==> src/rtl/matrix_load_ctrl.sv <==
// Purpose: sequences config + compact row-major byte stream into 5x5 grid operand registers, then runs the datapath.
// Latency: op_start one cycle after the last byte; done one cycle after op_done is seen in WAIT.
// Backpressure: in_ready/cfg_ready decode from state only; in_valid gaps stall loading with no side effects.
module matrix_load_ctrl #(
    parameter int DATA_W = 8,
    parameter int DIM    = 5,
    parameter int MAT_W  = DIM * DIM * DATA_W
) (
    input  logic             clk,
    input  logic             reset_n,
    input  logic             cfg_valid,
    input  logic [2:0]       cfg_size,
    input  logic             cfg_two,
    output logic             cfg_ready,
    input  logic             in_valid,
    input  logic [DATA_W-1:0] in_data,
    output logic             in_ready,
    output logic [MAT_W-1:0] matrix1_out,
    output logic [MAT_W-1:0] matrix2_out,
    output logic [2:0]       size_out,
    output logic             op_start,
    input  logic             op_done,
    output logic             busy,
    output logic             done,
    output logic             err
);

    localparam int PW = $clog2(MAT_W);

    typedef enum logic [2:0] {
        S_IDLE,
        S_LOAD_A,
        S_LOAD_B,
        S_START,
        S_WAIT,
        S_DONE
    } state_t;

    state_t     state;
    logic       two_q;
    logic [2:0] row;
    logic [2:0] col;

    logic          size_legal;
    logic [2:0]    last_idx;
    logic          last_col;
    logic          last_cell;
    logic [PW-1:0] cell_idx;
    logic [PW-1:0] wr_hi;

    // Handshake and status flags are pure decodes of the state register.
    assign cfg_ready = (state == S_IDLE);
    assign in_ready  = (state == S_LOAD_A) || (state == S_LOAD_B);
    assign busy      = (state != S_IDLE);

    // Config legality, end-of-row/end-of-matrix detection and grid write position.
    always_comb begin
        size_legal = (cfg_size >= 3'd2) && (cfg_size <= 3'(DIM));
        last_idx   = size_out - 3'd1;
        last_col   = (col == last_idx);
        last_cell  = last_col && (row == last_idx);
        cell_idx   = PW'(DIM) * PW'(row) + PW'(col);
        wr_hi      = PW'(MAT_W - 1) - PW'(DATA_W) * cell_idx;
    end

    // Main sequencer: config latch, scatter loading, datapath handshake, one-cycle pulses.
    always_ff @(posedge clk or negedge reset_n) begin
        if (!reset_n) begin
            state       <= S_IDLE;
            two_q       <= 1'b0;
            row         <= 3'd0;
            col         <= 3'd0;
            matrix1_out <= '0;
            matrix2_out <= '0;
            size_out    <= 3'd0;
            op_start    <= 1'b0;
            done        <= 1'b0;
            err         <= 1'b0;
        end else begin
            op_start <= 1'b0;
            done     <= 1'b0;
            err      <= 1'b0;
            case (state)
                S_IDLE: begin
                    if (cfg_valid) begin
                        if (size_legal) begin
                            size_out    <= cfg_size;
                            two_q       <= cfg_two;
                            matrix1_out <= '0;
                            matrix2_out <= '0;
                            row         <= 3'd0;
                            col         <= 3'd0;
                            state       <= S_LOAD_A;
                        end else begin
                            err <= 1'b1;
                        end
                    end
                end
                S_LOAD_A, S_LOAD_B: begin
                    if (in_valid) begin
                        if (state == S_LOAD_A) begin
                            matrix1_out[wr_hi -: DATA_W] <= in_data;
                        end else begin
                            matrix2_out[wr_hi -: DATA_W] <= in_data;
                        end
                        if (last_cell) begin
                            row <= 3'd0;
                            col <= 3'd0;
                            if ((state == S_LOAD_A) && two_q) begin
                                state <= S_LOAD_B;
                            end else begin
                                state    <= S_START;
                                op_start <= 1'b1;
                            end
                        end else if (last_col) begin
                            col <= 3'd0;
                            row <= row + 3'd1;
                        end else begin
                            col <= col + 3'd1;
                        end
                    end
                end
                S_START: begin
                    state <= S_WAIT;
                end
                S_WAIT: begin
                    if (op_done) begin
                        state <= S_DONE;
                        done  <= 1'b1;
                    end
                end
                S_DONE: begin
                    state <= S_IDLE;
                end
                default: begin
                    state <= S_IDLE;
                end
            endcase
        end
    end

endmodule

==> config.mk <==
export PLATFORM = sky130hd
export DESIGN_NAME = matrix_load_ctrl
export DESIGN_NICKNAME = d
export VERILOG_FILES = /design/src/rtl/matrix_load_ctrl.sv
export SDC_FILE = /design/constraint.sdc
export NUM_CORES = 1
export LEC_CHECK = 0
export ABC_AREA = 1
export BUFFER_PORTS_ARGS = -buffer_cell sky130_fd_sc_hd__buf_4
export CORE_MARGIN = 8
export CORE_UTILIZATION = 25
export CTS_CLUSTER_SIZE = 20
export DETAILED_ROUTE_END_ITERATION = 10
export PLACE_DENSITY = 0.5
export SETUP_SLACK_MARGIN = 0.4
export SYNTH_ARGS = -nofsm -noshare
export SYNTH_HDL_FRONTEND = slang
export SYNTH_SLANG_ARGS = --single-unit
export TNS_END_PERCENT = 30
==> constraint.sdc <==
create_clock -name clk -period 4.99 [get_ports clk]
set_input_delay 0.499 -clock clk [delete_from_list [all_inputs] [get_ports clk]]
set_output_delay 0.499 -clock clk [all_outputs]
set_load 0.02 [all_outputs]
Yosys cells after proc, flatten, opt, wreduce, memory -nomap -nowiden
Index checks and enable logic that the tools add are counted.

storage, ports and cells
  flip-flop bits (word level) = 416
  input bits = 17
  word-level logic and storage cells = 85

operators by class
  add/sub/neg operators = 6
  $mul = 1
  magnitude comparators = 2
  equality and inequality tests = 14
  shift-type cells = 2
  multiplexer cells = 36
  reductions and logical operators = 14

operators with widths
  kind                                                    number
  2-to-1 mux 200 bit                                      6
  case mux 200 bit (2 select lines)                       2
  bitwise mux 200 bit                                     2
  variable shift 8 x 10 -> 207 bit, first input constant  1
  variable part select 8 x 10 -> 207 bit                  1
  2-to-1 mux 3 bit                                        13
  AND reduction 5 bit                                     4
  inequality test 2 bit, second input constant            6
  case mux 3 bit (2 select lines)                         2
  case mux 3 bit (4 select lines)                         1
  2-to-1 mux 1 bit                                        10
  negator 8 -> 10 bit                                     1
  subtractor 8 bit, first input constant                  1
  adder 3 x 1 -> 3 bit, second input constant             2
  == test 3 x 2 -> 1 bit, second input constant           2
  == test 3 bit                                           2
  adder 5 x 3 -> 5 bit                                    1
  multiplier 3 x 3 -> 5 bit, first input constant         1
  AND reduction 4 bit                                     1
  == test 3 x 1 -> 1 bit, second input constant           1
  == test 3 bit, second input constant                    1
  >= comparator 3 x 2 -> 1 bit, second input constant     1
  <= comparator 3 bit, second input constant              1
  logical AND 1 bit                                       3
  9 further kinds                                         9

Longest topological paths before layout
  depth in word-level cells = 9
  mapped depth = 16
  depth with buffers taken out = 15

Least setup slack after synthesis
No wires, ideal clock.

  path kind = reg-to-reg
  start = register row[0]
  end = register matrix2_out[199]
  arrival time = 2.875 ns
  path slack = 1.998 ns
  cell stages (with the launch flop) = 16
  path through = dfrtp_1 > ha_1 > ha_1 > inv_1 > fa_1 > nand2_1 > inv_1 > nor2_1 > inv_1 > buf_2 > nand2_1 > clkinv_1 > nand2_1 > inv_1 > nand4_1 > nand2_1

between the ends
  word-level cells in the longest chain between the ends = 9
  elaborated cells between the ends (all ways) = 10

ends and longest elaborated chain
  item                                                                                        RTL line  RTL
  from (decl)                                                                                 41        logic [2:0] row;
  from (signal assigned)                                                                      117       row <= row + 3'd1;
  multiplier 3 x 3 -> 5 bit *                                                                 62        cell_idx = PW'(DIM) * PW'(row) + PW'(col);
  adder 5 x 3 -> 5 bit *                                                                      62
  subtractor 8 bit *                                                                          63        wr_hi = PW'(MAT_W - 1) - PW'(DATA_W) * cell_idx;
  negator 8 -> 10 bit *                                                                       104       matrix2_out[wr_hi -: DATA_W] <= in_data;
  variable part select 8 x 10 -> 207 bit or variable shift 8 x 10 -> 207 bit (tied branches)  104
  bitwise mux 200 bit *                                                                       104
  2-to-1 mux 200 bit *                                                                        101       if (state == S_LOAD_A) begin
  2-to-1 mux 200 bit *                                                                        100       if (in_valid) begin
  case mux 200 bit (2 select lines) *                                                         83        case (state)
  to (signal, indexed assignment)                                                             104
  to (decl)                                                                                   19        output logic [MAT_W-1:0] matrix2_out,

Mark *: on every way between the ends. The rest lies on a longest branch, timed or not. The select of a mux whose other input is x is not followed.
A chain may end at the register's enable or synchronous reset.

Worst setup path after layout
  start = register row[0]
  end = register matrix2_out[186]

Same word-level chain as after synthesis.

==> metrics.txt <==
# TYPE chip_impl_metric gauge
chip_impl_info{name="status",value="complete, no violations"} 1
chip_impl_metric{name="maximum_number_of_pins_on_one_net_before_global_route_repair",unit=""} 127
chip_impl_info{name="worst_hold_path_type",value="in -> reg"} 1
chip_impl_metric{name="finalWorstSetupSlack",unit="ps"} 1090
chip_impl_info{name="worst_path_most_repeated_cell",value="sky130_fd_sc_hd__nand2_1"} 1
chip_impl_metric{name="ys_seq_elements",unit=""} 416
chip_impl_metric{name="initial_antenna_violation_count",unit=""} 4
chip_impl_metric{name="cts_buffer_depth",unit=""} 3
chip_impl_metric{name="detail_route.first_pass.iterations",unit=""} 8
chip_impl_info{name="min-delay-start",value="cfg_two"} 1
chip_impl_info{name="cts_tree",value="built"} 1
chip_impl_metric{name="worst_pin_slew",unit="ps"} 776
chip_impl_metric{name="first_global_vias",unit=""} 16300
chip_impl_metric{name="route.detailed.wl_per_inst",unit="um"} 20.6
chip_impl_metric{name="fp.dieW",unit="um"} 287
chip_impl_info{name="setup_crit_start",value="row[0]$_DFFE_PN0P_"} 1
chip_impl_metric{name="critical_path_data_arrival_time",unit="ps"} 4400
chip_impl_metric{name="clkLatencyLatePin",unit="ps"} 580
chip_impl_metric{name="final_design_area_no_fill",unit="um2"} 24300
chip_impl_metric{name="cts-hold-fix-buffers",unit=""} 1
chip_impl_metric{name="post-route-period-util",unit="%"} 78.2
chip_impl_metric{name="global_route.overflow_total",unit=""} 0
chip_impl_metric{name="synthesis.instances",unit=""} 2293
chip_impl_metric{name="cts-resized-gates",unit=""} 0
chip_impl_metric{name="die-area",unit="um2"} 82300
chip_impl_metric{name="post_route_cells_drive_above_1_share",unit="%"} 20.8
chip_impl_info{name="crit_path_top_delay_cell",value="sky130_fd_sc_hd__ha_1"} 1
chip_impl_metric{name="maxCapViolCount",unit=""} 0
chip_impl_metric{name="io_pins",unit=""} 426
chip_impl_info{name="synth_top_cell_by_area",value="sky130_fd_sc_hd__dfrtp_1"} 1
chip_impl_info{name="critical_setup_path_kind",value="reg -> reg"} 1
chip_impl_metric{name="cts.htree.levels",unit=""} 2
chip_impl_info{name="synthMostInstantiatedCell",value="sky130_fd_sc_hd__nand2_1"} 1
chip_impl_metric{name="netlist_area",unit="um2"} 18300
chip_impl_info{name="synthFlopType",value="sky130_fd_sc_hd__dfrtp_1"} 1
chip_impl_metric{name="tritoncts.num_buffers",unit=""} 49
chip_impl_metric{name="timing.fmax",unit="MHz"} 256
chip_impl_metric{name="synthesis_warnings",unit=""} 0
chip_impl_metric{name="postRouteAntennaNets",unit=""} 0
chip_impl_metric{name="clkTransAtPathRegs",unit="ps"} 60
chip_impl_info{name="clock-root-buffer",value="sky130_fd_sc_hd__clkbuf_16"} 1
chip_impl_info{name="timing.rr.start",value="row[0]$_DFFE_PN0P_"} 1
chip_impl_metric{name="place_worst_setup_slack",unit="ps"} 1160
chip_impl_metric{name="slew_headroom",unit="%"} 48.3
chip_impl_metric{name="aggregate_global_route_resource_usage",unit="%"} 17.9
chip_impl_metric{name="layout-area-overhead-vs-synth",unit="%"} 32.7
chip_impl_metric{name="fp.coreArea",unit="um2"} 72800
chip_impl_metric{name="initial_utilization",unit="%"} 25.2
chip_impl_metric{name="synth_top_area_share",unit="%"} 56.8
chip_impl_metric{name="fillers",unit=""} 7777
chip_impl_metric{name="async_reset_ff_share",unit="%"} 100
chip_impl_info{name="path_cells",value="ha_1 -> clkinv_1 -> ha_1 -> nand2_1 -> inv_1 -> nor2_1 -> nand2_1 -> clkinv_1 -> nand2_1 -> inv_1 -> nand4_1 -> nand2_1"} 1
chip_impl_metric{name="post_cts_buffers",unit=""} 0
chip_impl_metric{name="placementRows",unit=""} 99
chip_impl_metric{name="total_power_divided_by_cell_area",unit="nW/um2"} 580
chip_impl_metric{name="static_leak",unit="nW"} 13.8
chip_impl_metric{name="vdd.ir_drop.worst",unit="uV"} 455
chip_impl_metric{name="routed_vias",unit=""} 16700
chip_impl_metric{name="post_dp_cell_area",unit="um2"} 22700
chip_impl_info{name="cp-end-kind",value="flip-flop"} 1
chip_impl_metric{name="die_boundary_height",unit="um"} 287
chip_impl_metric{name="setup_total_negative_slack",unit="ps"} 0
chip_impl_metric{name="yosys.cell_types.count",unit=""} 26
chip_impl_metric{name="finish.net_count",unit=""} 2741
chip_impl_metric{name="crit_required",unit="ps"} 5490
chip_impl_metric{name="detailed_place_hpwl",unit="mm"} 56.9
chip_impl_metric{name="net_count_synth",unit=""} 2327
chip_impl_info{name="rsz0062_at_grt",value="false"} 1
chip_impl_metric{name="clock-skew-final",unit="ps"} 14.9
chip_impl_metric{name="synth_seq_area_share",unit="%"} 56.8
chip_impl_metric{name="synthesis.area_per_instance",unit="um2"} 8.00
chip_impl_metric{name="grt_first_pass_wirelength",unit="mm"} 112
chip_impl_metric{name="viasPerCell",unit=""} 4.51
chip_impl_metric{name="dr.first_iter.drc_count",unit=""} 1354
chip_impl_metric{name="maxSlewViolCount",unit=""} 0
chip_impl_metric{name="cpPeakStageDelay",unit="ps"} 570
chip_impl_metric{name="min_tclk_post_route",unit="ps"} 3900
chip_impl_metric{name="drc",unit=""} 0
chip_impl_metric{name="port-buffer-count",unit=""} 425
chip_impl_metric{name="setup_viol",unit=""} 0
chip_impl_metric{name="finalWeightedCongestion",unit=""} 0.867
chip_impl_metric{name="cts_sinks",unit=""} 416
chip_impl_metric{name="crit_fanout",unit=""} 26
chip_impl_metric{name="synth_edf_count",unit=""} 0
chip_impl_metric{name="sum_of_routed_wire_length_over_all_layers",unit="mm"} 76.5
chip_impl_metric{name="hold_viol",unit=""} 0
chip_impl_info{name="synthTopCellsByCount",value="sky130_fd_sc_hd__nand2_1 (1,226), sky130_fd_sc_hd__dfrtp_1 (416), sky130_fd_sc_hd__nor2_1 (183)"} 1
chip_impl_info{name="post_synth_main_area_contributors",value="sky130_fd_sc_hd__dfrtp_1 (57%), sky130_fd_sc_hd__nand2_1 (25%), sky130_fd_sc_hd__nand4_1 (5.7%), sky130_fd_sc_hd__nor2_1 (3.7%), sky130_fd_sc_hd__inv_1 (1.8%)"} 1
chip_impl_info{name="critical_path.startpoint_type",value="flip-flop"} 1
-- layout by cell type (no fill, tap or decap), drive strengths merged, types with 2 or more instances in the layout --
| cell type | synthesis | routed |
|---|---|---|
| nor3 | 8 | 8 |
| o21ai | 12 | 12 |
| buf | 62 | 456 |
| nand3 | 55 | 55 |
| bufinv | 0 | 4 |
| dfrtp | 416 | 416 |
| or2 | 2 | 2 |
| nor2 | 189 | 189 |
| diode | 0 | 3 |
| ha | 16 | 16 |
| clkbuf | 32 | 71 |
| nand2 | 1233 | 1233 |
| clkinv | 4 | 16 |
| xor2 | 5 | 5 |
| nand4 | 167 | 167 |
| inv | 88 | 88 |
-- through the flow --
stage	util, %	instances	total power, mW	hold slack [ps]
after floorplan	-	2293	7.94	203
after global placement	31.1	3614	10.5	455
after detailed placement	31.1	3614	10.5	459
after CTS	33.4	3703	14.3	108
after global routing	33.4	3703	15.0	123
final	33.4	3706	14.1	142
-- routing by layer --
metal,track usage [%],wire length [um]
met1,23.6,33300
met3,4.43,5000
met4,6.63,3030
met2,28.3,35100
met5,0,0
-- worst paths after layout --
check / to / slack [ps] / depth (start not counted)
max: matrix2_out[186]$_DFFE_PN0P_ / 1090 / 12
min: two_q$_DFFE_PN0P_ / 140 / 3
min reg2reg: matrix2_out[176]$_DFFE_PN0P_ / 470 / 2
min in group asynchronous: matrix1_out[170]$_DFFE_PN0P_ / 570 / 2
max reg2reg: matrix2_out[186]$_DFFE_PN0P_ / 1090 / 12
max in group asynchronous: matrix1_out[101]$_DFFE_PN0P_ / 3270 / 3
-- state kept, by name, summed over array words and instances, names as in the netlist --
register     cells
state            3
matrix2_out    200
matrix1_out    200
col              3
two_q            1
row              3
done             1
err              1
op_start         1
size_out         3
-- cell families after synthesis --
| family | after synthesis | share of synthesized area [%] |
|---|---|---|
| flops | 416 | 56.8 |
| simple gates | 1654 | 37.1 |
| xor+xnor | 6 | 0.287 |
| buf+inv | 186 | 4.20 |
| compound gates | 14 | 0.409 |
| fa+ha+maj | 17 | 1.20 |
-- report_power, final --
part	internal, mW	switching [mW]	total [mW]
sequential	3.58	0.169	3.75
combinational	1.27	5.40	6.66
clock	2.24	1.46	3.70
total	7.08	7.03	14.1
-- final cells by class --
cell class / count / area [um2] / area share [%]
flip-flops and latches: 416 / 10400 / 42.8
multi-input cells: 1691 / 7180 / 29.5
repair buffers: 457 / 3530 / 14.5
clock buffers: 71 / 1470 / 6.04
well taps: 959 / 1200 / 4.93
inverters: 92 / 345 / 1.42
clock inverters: 17 / 195 / 0.802
diodes: 3 / 7.51 / 0.0308
-- worst max-delay path: cells and delay by family (launching register included) --
kind          cells  cell delay (ps)
simple gates      6             1280
buf+inv           4             1190
fa+ha+maj         2              890
flops             1              450
(Power assumes the default switching activity.)
